File: src/rtl/sched_select_pkg.sv
// rtl/sched_select_pkg.sv - shared sizes and index types for the select stage
package sched_select_pkg;

  localparam int NUM_ROWS = 8;
  localparam int NUM_FUS  = 4;
  localparam int ROW_W    = $clog2(NUM_ROWS);
  localparam int FU_W     = $clog2(NUM_FUS);

  typedef logic [ROW_W-1:0]    row_idx_t;
  typedef logic [FU_W-1:0]     fu_idx_t;
  typedef logic [NUM_ROWS-1:0] row_vec_t;
  typedef logic [NUM_FUS-1:0]  fu_vec_t;

  // One-hot row mask for a row index
  function automatic row_vec_t row_onehot(input row_idx_t idx);
    row_onehot      = '0;
    row_onehot[idx] = 1'b1;
  endfunction

endpackage

File: src/rtl/sched_select_if.sv
// rtl/sched_select_if.sv - dispatch/wakeup/issue bundle between scheduler and select stage
interface sched_select_if;
  import sched_select_pkg::*;

  logic                      flush;
  logic                      alloc_en;
  row_idx_t                  alloc_row;
  fu_idx_t                   alloc_fu;
  row_vec_t                  request_vector;
  fu_vec_t                   grant_valid;
  logic [NUM_FUS*ROW_W-1:0]  grant_row;
  fu_vec_t                   issue_ready;
  row_vec_t                  free_vec;
  logic                      alloc_err;

  modport master (
    output flush, alloc_en, alloc_row, alloc_fu, request_vector, issue_ready,
    input  grant_valid, grant_row, free_vec, alloc_err
  );

  modport slave (
    input  flush, alloc_en, alloc_row, alloc_fu, request_vector, issue_ready,
    output grant_valid, grant_row, free_vec, alloc_err
  );

endinterface

File: src/rtl/sched_age_matrix.sv
// rtl/sched_age_matrix.sv - row age matrix with per-FU oldest-candidate pick
module sched_age_matrix
  import sched_select_pkg::*;
(
  input  logic                              clk,
  input  logic                              rst,
  input  logic                              i_flush,
  input  logic                              i_alloc_en,
  input  row_idx_t                          i_alloc_row,
  input  row_vec_t                          i_valid_after_free,
  input  row_vec_t                          i_free,
  input  logic [NUM_FUS-1:0][NUM_ROWS-1:0]  i_cand,
  output logic [NUM_FUS-1:0][ROW_W-1:0]     o_pick,
  output fu_vec_t                           o_pick_valid
);

  // r_older[r][c] = 1 : row c was allocated before row r (both still live)
  logic [NUM_ROWS-1:0][NUM_ROWS-1:0] r_older;

  // Freed rows drop out of every column; a new row is older-than nobody
  // and younger than every row that survives this cycle's frees
  always_ff @(posedge clk) begin
    if (rst || i_flush) begin
      r_older <= '0;
    end else begin
      for (int c = 0; c < NUM_ROWS; c++) begin
        if (i_free[c]) begin
          for (int r = 0; r < NUM_ROWS; r++) begin
            r_older[r][c] <= 1'b0;
          end
        end
      end
      if (i_alloc_en) begin
        for (int r = 0; r < NUM_ROWS; r++) begin
          r_older[r][i_alloc_row] <= 1'b0;
        end
        r_older[i_alloc_row] <= i_valid_after_free & ~row_onehot(i_alloc_row);
      end
    end
  end

  // Oldest candidate per FU: the one candidate with no older candidate
  always_comb begin
    o_pick       = '0;
    o_pick_valid = '0;
    for (int f = 0; f < NUM_FUS; f++) begin
      for (int r = 0; r < NUM_ROWS; r++) begin
        if (i_cand[f][r] && ((i_cand[f] & r_older[r]) == '0)) begin
          o_pick[f]       = row_idx_t'(r);
          o_pick_valid[f] = 1'b1;
        end
      end
    end
  end

endmodule

File: src/rtl/sched_select.sv
// rtl/sched_select.sv - oldest-ready select with registered per-FU grants and row recycling
module sched_select
  import sched_select_pkg::*;
(
  input  logic            clk,
  input  logic            rst,
  sched_select_if.slave   bus
);

  row_vec_t                          r_valid;
  row_vec_t                          r_pending;
  fu_idx_t                           r_fu_id [NUM_ROWS];
  fu_vec_t                           r_grant_valid;
  logic [NUM_FUS-1:0][ROW_W-1:0]     r_grant_row;
  row_vec_t                          r_free_vec;
  logic                              r_alloc_err;

  fu_vec_t                           w_issue;
  fu_vec_t                           w_load;
  row_vec_t                          w_freed;
  row_vec_t                          w_valid_after_free;
  row_vec_t                          w_alloc_mask;
  logic                              w_alloc_ok;
  logic                              w_alloc_bad;
  logic [NUM_FUS-1:0][NUM_ROWS-1:0]  w_cand;
  logic [NUM_FUS-1:0][ROW_W-1:0]     w_pick;
  fu_vec_t                           w_pick_valid;
  row_vec_t                          w_pick_set;

  // Handshakes free their rows this cycle; an alloc may reuse such a row
  always_comb begin
    w_issue = r_grant_valid & bus.issue_ready;
    w_load  = ~r_grant_valid | bus.issue_ready;
    w_freed = '0;
    for (int f = 0; f < NUM_FUS; f++) begin
      if (w_issue[f]) begin
        w_freed[r_grant_row[f]] = 1'b1;
      end
    end
    w_valid_after_free = r_valid & ~w_freed;
    w_alloc_ok   = bus.alloc_en & ~w_valid_after_free[bus.alloc_row];
    w_alloc_bad  = bus.alloc_en &  w_valid_after_free[bus.alloc_row];
    w_alloc_mask = w_alloc_ok ? row_onehot(bus.alloc_row) : '0;
  end

  // Requesting, live, not-yet-granted rows split by their target FU
  always_comb begin
    w_cand = '0;
    for (int f = 0; f < NUM_FUS; f++) begin
      for (int r = 0; r < NUM_ROWS; r++) begin
        w_cand[f][r] = bus.request_vector[r] & r_valid[r] & ~r_pending[r] &
                       (r_fu_id[r] == fu_idx_t'(f));
      end
    end
  end

  sched_age_matrix u_age (
    .clk                (clk),
    .rst                (rst),
    .i_flush            (bus.flush),
    .i_alloc_en         (w_alloc_ok),
    .i_alloc_row        (bus.alloc_row),
    .i_valid_after_free (w_valid_after_free),
    .i_free             (w_freed),
    .i_cand             (w_cand),
    .o_pick             (w_pick),
    .o_pick_valid       (w_pick_valid)
  );

  // Rows picked by an FU whose grant register can take a new value
  always_comb begin
    w_pick_set = '0;
    for (int f = 0; f < NUM_FUS; f++) begin
      if (w_load[f] && w_pick_valid[f]) begin
        w_pick_set[w_pick[f]] = 1'b1;
      end
    end
  end

  // Row valid/pending: frees clear, picks mark pending, allocs start fresh
  always_ff @(posedge clk) begin
    if (rst || bus.flush) begin
      r_valid   <= '0;
      r_pending <= '0;
    end else begin
      r_valid   <= w_valid_after_free | w_alloc_mask;
      r_pending <= ((r_pending & ~w_freed) | w_pick_set) & ~w_alloc_mask;
    end
  end

  // Target FU recorded at allocation
  always_ff @(posedge clk) begin
    if (rst) begin
      for (int r = 0; r < NUM_ROWS; r++) begin
        r_fu_id[r] <= '0;
      end
    end else if (!bus.flush && w_alloc_ok) begin
      r_fu_id[bus.alloc_row] <= bus.alloc_fu;
    end
  end

  // Grant registers reload when empty or when the FU takes the grant
  always_ff @(posedge clk) begin
    if (rst || bus.flush) begin
      r_grant_valid <= '0;
      r_grant_row   <= '0;
    end else begin
      for (int f = 0; f < NUM_FUS; f++) begin
        if (w_load[f]) begin
          r_grant_valid[f] <= w_pick_valid[f];
          r_grant_row[f]   <= w_pick[f];
        end
      end
    end
  end

  // Free pulses to wakeup one cycle after each handshake
  always_ff @(posedge clk) begin
    if (rst || bus.flush) begin
      r_free_vec <= '0;
    end else begin
      r_free_vec <= w_freed;
    end
  end

  // Sticky error for an alloc that hits a live row; only rst clears it
  always_ff @(posedge clk) begin
    if (rst) begin
      r_alloc_err <= 1'b0;
    end else if (!bus.flush && w_alloc_bad) begin
      r_alloc_err <= 1'b1;
    end
  end

  assign bus.grant_valid = r_grant_valid;
  assign bus.grant_row   = r_grant_row;
  assign bus.free_vec    = r_free_vec;
  assign bus.alloc_err   = r_alloc_err;

endmodule

File: src/flat_wrapper.sv
// flat-port wrapper written by rule: the top's interface ports become plain ports
module sched_select_flat import sched_select_pkg::*;
  (clk, rst, bus_flush, bus_alloc_en, bus_alloc_row, bus_alloc_fu, bus_request_vector, bus_issue_ready, bus_grant_valid, bus_grant_row, bus_free_vec, bus_alloc_err);
  sched_select_if bus_i ();
  input  logic clk;
  input  logic rst;
  input wire logic [$bits(bus_i.flush)-1:0] bus_flush;
  input wire logic [$bits(bus_i.alloc_en)-1:0] bus_alloc_en;
  input wire logic [$bits(bus_i.alloc_row)-1:0] bus_alloc_row;
  input wire logic [$bits(bus_i.alloc_fu)-1:0] bus_alloc_fu;
  input wire logic [$bits(bus_i.request_vector)-1:0] bus_request_vector;
  input wire logic [$bits(bus_i.issue_ready)-1:0] bus_issue_ready;
  output wire logic [$bits(bus_i.grant_valid)-1:0] bus_grant_valid;
  output wire logic [$bits(bus_i.grant_row)-1:0] bus_grant_row;
  output wire logic [$bits(bus_i.free_vec)-1:0] bus_free_vec;
  output wire logic [$bits(bus_i.alloc_err)-1:0] bus_alloc_err;
  assign bus_i.flush = bus_flush;
  assign bus_i.alloc_en = bus_alloc_en;
  assign bus_i.alloc_row = bus_alloc_row;
  assign bus_i.alloc_fu = bus_alloc_fu;
  assign bus_i.request_vector = bus_request_vector;
  assign bus_i.issue_ready = bus_issue_ready;
  assign bus_grant_valid = bus_i.grant_valid;
  assign bus_grant_row = bus_i.grant_row;
  assign bus_free_vec = bus_i.free_vec;
  assign bus_alloc_err = bus_i.alloc_err;
  sched_select u_core (.clk(clk), .rst(rst), .bus(bus_i));
endmodule
File: config.mk
export PLATFORM = sky130hd
export DESIGN_NAME = sched_select_flat
export DESIGN_NICKNAME = d
export VERILOG_FILES = /design/src/rtl/sched_select_pkg.sv /design/src/rtl/sched_select_if.sv /design/src/rtl/sched_age_matrix.sv /design/src/rtl/sched_select.sv /design/src/flat_wrapper.sv
export SDC_FILE = /design/constraint.sdc
export NUM_CORES = 1
export LEC_CHECK = 0
export BUFFER_PORTS_ARGS = -buffer_cell sky130_fd_sc_hd__clkbuf_2
export CAP_MARGIN = 10
export CORE_MARGIN = 1.5
export CORE_UTILIZATION = 35
export CTS_BUF_LIST = sky130_fd_sc_hd__clkbuf_4
export DETAILED_ROUTE_END_ITERATION = 7
export GPL_ROUTABILITY_DRIVEN = 1
export MAX_ROUTING_LAYER = met4
export PLACE_DENSITY = 0.59
export SLEW_MARGIN = 0
export SYNTH_ARGS = -nofsm -noshare
export SYNTH_HDL_FRONTEND = slang
export SYNTH_HIERARCHICAL = 1
export SYNTH_SLANG_ARGS = --single-unit
File: constraint.sdc
create_clock -name clk -period 2.6 [get_ports clk]
set_input_delay 0.26 -clock clk [delete_from_list [all_inputs] [get_ports clk]]
set_output_delay 0.26 -clock clk [all_outputs]
set_load 0.01 [all_outputs]
==> impl_metrics.toml, run 1 <==
[cts]
cts_tree = "yes"
numClockSinks = 121
numCtsBuffers = 17
path_clk_slew_ns = 0.14
cts_buffer_depth = 2
clock_latency_ns = 0.55
clock-root-buffer = "clkbuf_4"
cts_max_level = 4

[logic_synthesis]
synth_fa_ha_area_share_pct = 0
synthTopCellsByCount = "nand2_1 (127), nor2_1 (112), dfxtp_1 (105), a22oi_1 (97), a21oi_1 (64)"
synth_most_common_cell = "nand2_1"
synthXorXnorAreaFrac_pct = 0
ys_seq_elements = 121
yosys_warnings = 6
syn_area_um2 = 7590
synth_top_area_cell = "dfxtp_1"
synth.top_cell.area_share_pct = 27.7
synthSimpleGateAreaFrac_pct = 35.1
synth.distinct_cells = 59
synthFlopType = "dfxtp_1"
synth-edff-count = 16
ys_top_cells_by_area = "dfxtp_1 (28%), a22oi_1 (9.6%), edfxtp_1 (6.3%), nand2_1 (6.3%), nor2_1 (5.5%)"
synth_compound_area_share_pct = 24.4
netlist_instances = 957
synthArstFlopShare_pct = 0
syn_avg_cell_area_um2 = 7.93
syn_nets = 978
seq_area_frac_synth_pct = 34.0
synth_top_family_by_area = "simple AND/OR/NAND/NOR gates"
synth_mux_area_share_pct = 0.792

[power_and_ir_drop]
switchingPower_uw = 1110
p_int_uw = 2550
comb_power_share_pct = 10.8
p_clk_share_pct = 36.6
seqPwrFrac_pct = 52.6
leakage_uw = 0.00412
p_per_area_nw_per_um2 = 335
max-vdd-ir-drop_v = 0.000338
p_sw_share_pct = 30.4

[detailed_routing]
routed.top_layer = "met4"
dr.pass1.iters = 6
wl_per_cell_um = 23.8
routed_wl_um = 34900
vias = 9096
vias_per_cell = 6.20
drc = 0
drt_iter0_drc = 1058
wl_met2_um = 16100
wl_met3_um = 3110
antenna_left = 0
wl_met1_um = 14700

[worst_setup_path]
cp-end-kind = "register"
cp.arrival_ns = 3.34
crit_type = "register to register"
critPathLaunchType = "register"
crit_path_max_fanout = 6
rr_startpoint = "u_core/r_pending[1]"
crit_path_start = "u_core/r_pending[1]"
cp.required_ns = 3.09
slowest_stage = "dfxtp_2"
reg2reg_depth = 14
path_cells = "nand3b_1 -> buf_4 -> nor3_4 -> buf_6 -> buf_12 -> nand4b_1 -> a311oi_2 -> nor2_2 -> o311ai_4 -> nor2b_4 -> buf_6 -> nand4b_1 -> o2111ai_2 -> o311a_1"
crit_path_max_incr_delay_ns = 0.36

[placement]
gp_congestion = 1.04
io_buffer_count = 45
dp_hpwl_um = 25300
dpl.cell_count = 1401

[min_path]
hp-start = "bus_alloc_fu[1]"
hp-class = "primary input to register"
hold_path_depth = 3

[die]
die_x_um = 150
io-pin-count = 46
core_region_area_um2 = 21200
num_rows = 53
initial_utilization_pct = 35.9
dieArea_um2 = 22600
die_h_um = 150

[timing]
fmax_mhz = 350
finalSetupViolations = 63
worst_pin_slew_ns = 1.42
final_max_slew_viol_count = 0
fin_crit_ns = 2.86
hold_viol = 0
fin_tns_setup_ns = -5.40
slew_headroom_pct = 4.76
rsz0062_at_grt = "yes"
fin_worst_skew_ns = 0.0380
post-route-period-util_pct = 110
layout_setup_ws_ns = -0.255

[global_routing]
grt_pass1_vias = 8159
grt.overflow.total = 0
antenna_found_initial = 1
grt_max_degree = 33
grt_usage_pct = 30.8
grt_pass1_wl_um = 50100

[status]
violations = "setup timing"
status = "finished with violations"

[cells_and_area]
layout-drive-gt1-share_pct = 41.8
final_nets = 1198
final_cells = 1466
area_growth_pct = 44.0

[flow_run]
cap_violations = 0
-- through the flow --
step,instance area [µm²],hold slack (ns),worst slack [ns],util [%],total power (µW)
finish,10900,0.0959,-0.255,51.6,3660
global route,10900,0.0907,-0.357,51.6,3770
CTS,9900,0.0568,-0.191,46.8,3590
detailed placement,9370,0.456,-0.333,44.3,2260
global placement,9370,0.454,-0.251,44.3,2260
floorplan,7630,0.414,0.00590,-,2110
-- final timing paths --
kind	end	slack, ns
min	u_core/r_fu_id[1][1]	0.1
min reg2reg	u_core/bus.alloc_err	0.49
max	u_core/r_pending[3]	-0.26
max reg2reg	u_core/r_pending[3]	-0.26
-- layout by cell type, fill, tap and decap left out, drive strengths merged, types with 14 or more instances in the layout --
cell type and count:
clkbuf 64, a22oi 98, dfxtp 105, buf 218, nor3b 39, nand3 14, o41ai 16, nor2 113
nand4 21, inv 33, nand3b 52, nand4b 25, nor4 16, o22ai 16, nand2 130, nor3 24
edfxtp 16, a21oi 65
-- worst max-delay path, delay by kind of cell (launching register included) --
family | cells | cell delay (ns)
buf+inv | 4 | 0.58
flops | 1 | 0.36
simple gates | 6 | 0.97
compound gates | 4 | 0.87
-- layout make-up --
cell class / instances / area, µm²
Clock buffer: 18 / 135
Clock inverter: 14 / 124
Tap cell: 275 / 344
Antenna cell: 1 / 2.50
Multi-Input combinational cell: 741 / 5470
Inverter: 31 / 116
Sequential cell: 121 / 2600
Fill cell: 1983 / 10200
Timing Repair Buffer: 265 / 2130
-- cell families after synthesis --
kind of cell,after synthesis
and+or+nand+nor,487
AOI/OAI and AO/OA,248
DFF,121
buffers and inverters,95
muxes,6
-- sequential cells by signal, summed over array words and instances, names as in the netlist --
register                flops
u_core/r_fu_id             16
u_core/bus.free_vec         8
u_core/u_age/r_older       64
u_core/bus.grant_row       12
u_core/bus.alloc_err        1
u_core/bus.grant_valid      4
u_core/r_valid              8
u_core/r_pending            8
-- power groups by stage --
| stage | Sequential (µW) | Clock, µW | Combinational (µW) |
|---|---|---|---|
| 3_5_place_dp | 1970 | 0 | 298 |
| 6_report | 1930 | 1340 | 396 |
| 3_3_place_gp | 1970 | 0 | 297 |
| 2_1_floorplan | 1960 | 0 | 152 |
| 5_1_grt | 1930 | 1430 | 416 |
| 4_1_cts | 1930 | 1350 | 308 |
-- metal layers --
layer,track usage [%],vias up
met5,-,-
met4,8.43,0
met3,4.88,93
met2,47.9,573
met1,41.4,4394
li1,-,4036
-- repair_timing --
action	in CTS	in global routing
buffers inserted	10	24
pin swaps	16	61
cloned	0	3
hold endpoints to repair	1	0
hold buffers	1	0
setup endpoints to repair	52	95
gates resized for setup	40	205
(Power assumes the default switching activity.)
==> inputs of run 2 (changes only) <==
Settings changed: SETUP_SLACK_MARGIN set to 0.05, SYNTH_HIERARCHICAL 1 to not set.
==> impl_metrics.toml, run 2 <==
[placement]
dp_slack_ns = -0.801
dp_hpwl_um = 36800
gp_congestion = 1.14
dpl.cell_count = 1537
io_buffer_count = 45
placed_area_um2 = 10200

[logic_synthesis]
seq_area_frac_synth_pct = 34.7
synth_compound_area_share_pct = 28.1
synthArstFlopShare_pct = 0
synth-edff-count = 16
synthFlopType = "dfxtp_1"
ys_seq_elements = 121
synth.distinct_cells = 71
ys_top_cells_by_area = "dfxtp_1 (28%), edfxtp_1 (6.4%), nand2_1 (6.0%), nor2_1 (5.2%), a32o_1 (3.9%)"
synthTopCellsByCount = "nand2_1 (119), dfxtp_1 (105), nor2_1 (104), nand3_1 (56), o22ai_1 (46)"
synth_top_family_by_area = "simple AND/OR/NAND/NOR gates"
synth_most_common_cell = "nand2_1"
syn_nets = 977
netlist_instances = 956
yosys_warnings = 0
syn_avg_cell_area_um2 = 7.79
synth_fa_ha_area_share_pct = 0
syn_area_um2 = 7450
synthXorXnorAreaFrac_pct = 0
synth.top_cell.area_share_pct = 28.2
synth_mux_area_share_pct = 0
synthSimpleGateAreaFrac_pct = 33.5
synth_top_area_cell = "dfxtp_1"

[timing]
finalSetupViolations = 83
post-route-period-util_pct = 106
fin_worst_skew_ns = 0.0247
slew_headroom_pct = 54.6
rsz0062_at_grt = "yes"
layout_setup_ws_ns = -0.155
hold_ws_ns = 0.0553
fmax_mhz = 363
hold_viol = 0
fin_crit_ns = 2.76
final_max_slew_viol_count = 0
worst_pin_slew_ns = 0.676

[global_routing]
antenna_found_initial = 1
grt_max_degree = 26
grt_pass1_vias = 9624
grt.overflow.total = 0
grt_usage_pct = 42.5
grt_pass1_wl_um = 65600

[cells_and_area]
area_growth_pct = 68.2
final_nets = 1351
final_cell_mix = "buf_4 (307), nand2_1 (103), dfxtp_1 (91)"
fin_area_um2 = 12500
layout-drive-gt1-share_pct = 48.3
final_cells = 1620
top_register = "u_core.u_age.r_older"
layout_commonest_cell = "buf_4"
largest_reg_flops = 64

[worst_setup_path]
rr_startpoint = "u_core.r_fu_id[1][1]"
crit_path_max_fanout = 7
crit_family = "compound AO/OA/AOI/OAI gates"
critPathLaunchType = "register"
ff2ff_setup_slack_ns = -0.16
r2r_end = "u_core.r_pending[3]"
slowest_stage = "edfxtp_1"
crit_top_cell = "buf_4"
reg2reg_depth = 12
cp-end-kind = "register"
timing.critical_path.buf_inv = 4
crit_path_max_incr_delay_ns = 0.50
cp.required_ns = 3.05
crit_type = "register to register"
path_cells = "nand4b_1 -> buf_6 -> buf_4 -> buf_4 -> nor2_4 -> a21oi_4 -> a21boi_2 -> buf_4 -> nand2_2 -> nor4b_4 -> a211oi_2 -> a311oi_4"
crit_cells = 12
cp.arrival_ns = 3.21

[min_path]
hold_path_depth = 2
hp-class = "primary input to register"
hold_end = "u_core.bus.alloc_err"
hp-start = "rst"

[die]
initial_utilization_pct = 35.6
dieArea_um2 = 22200
die_h_um = 149
die_x_um = 149
num_rows = 53
core_region_area_um2 = 21000
io-pin-count = 46

[detailed_routing]
drt_iter0_drc = 1555
vias_per_cell = 6.54
dr.pass1.iters = 8
wl_per_cell_um = 29.2
antenna_left = 0
drc = 0
vias = 10600
routed_wl_um = 47300

[cts]
numClockSinks = 121
cts_tree = "yes"
clock-root-buffer = "clkbuf_4"
numCtsBuffers = 17
cts_max_level = 4
path_clk_slew_ns = 0.13
clock_latency_ns = 0.58
cts_buffer_depth = 2

[flow_run]
cap_violations = 0

[status]
status = "finished with violations"
violations = "setup timing"

[power_and_ir_drop]
seqPwrFrac_pct = 50.2
p_clk_share_pct = 35.6
comb_power_share_pct = 14.2
p_sw_share_pct = 31.7
max-vdd-ir-drop_v = 0.000354
leakage_uw = 0.00478
p_per_area_nw_per_um2 = 306
p_total_uw = 3830
p_int_uw = 2620
switchingPower_uw = 1220
==> run 2: changes by cell type in the layout (fill, tap and decap cells not counted), sizes merged, moves of 18 or more <==
cell     before  now
a2111oi       0   19
a21oi        65   25
a22oi        98   23
a32o          1   29
and3          5   25
buf         218  353
nand2b       10   28
nand3        14   56
nand3b       52   15
nor3b        39    8
o21ai         5   43
o22ai        16   46
==> run 2: metrics by stage <==
step / util [%] / setup TNS (ns)
after floorplan: - / 0
after global placement: 48.9 / -7.50
after detailed placement: 48.9 / -9.69
after CTS: 54.2 / -0.224
after global routing: 59.8 / -10.87
final: 59.8 / -5.72
==> run 2: per-layer routing <==
layer,vias to the layer above,GRT usage (%),part of all wire [%]
met5,-,-,0
met4,0,20.5,6.6
met3,223,9.85,12
met2,799,61.2,42
met1,5108,56.0,39
li1,4472,-,-
==> run 2: power groups by stage <==
stage                     combinational, µW  clock [µW]  sequential [µW]
final                                   545        1360             1920
after CTS                               427        1350             1920
after floorplan                         173           0             1960
after global routing                    559        1440             1920
after global placement                  383           0             1960
after detailed placement                382           0             1960
==> run 2: timing repair <==
item,in CTS,in global routing
hold buffers,3,0
hold endpoints to repair,3,0
setup buffers,19,25
pin swaps,44,71
setup endpoints to repair,92,117
gates cloned,1,3
resized for setup,145,206
==> run 2: layout make-up <==
cell class	instances	area, µm²
timing repair buffer	403	3240
clock inverter	15	139
fill	1903	8430
inverter	22	85.1
tap	275	344
multi-input combinational	765	5990
clock buffer	17	128
sequential	121	2600
antenna	2	5.00
==> run 2: worst reg2reg max path, stage by stage (launching register included) <==
cell,delay (ns)
edfxtp_1,0.50
nand4b_1,0.17
buf_6,0.18
buf_4,0.14
buf_4,0.14
nor2_4,0.11
a21oi_4,0.10
a21boi_2,0.22
buf_4,0.15
nand2_2,0.07
nor4b_4,0.34
a211oi_2,0.09
a311oi_4,0.42
==> run 2: how the worst max path moves through the flow <==
stage / from / end / slack (ns)
2_1_floorplan: u_core.bus.grant_row[7] / u_core.r_fu_id[3][0] / 0.06
3_3_place_gp: u_core.r_valid[2] / u_core.r_pending[3] / -0.84
3_5_place_dp: u_core.r_valid[2] / u_core.r_pending[3] / -0.80
4_1_cts: u_core.r_fu_id[6][1] / u_core.r_pending[3] / -0.10
5_1_grt: u_core.r_fu_id[1][1] / u_core.r_pending[2] / -0.21
6_report: u_core.r_fu_id[1][1] / u_core.r_pending[3] / -0.16
==> run 2: logic make-up (layout without fill, tap and decap cells) <==
kind of cell    after synthesis  count (layout)
other cells                   0               2
buf+inv                      70             457
compound gates              285             285
simple gates                480             480
flops                       121             121
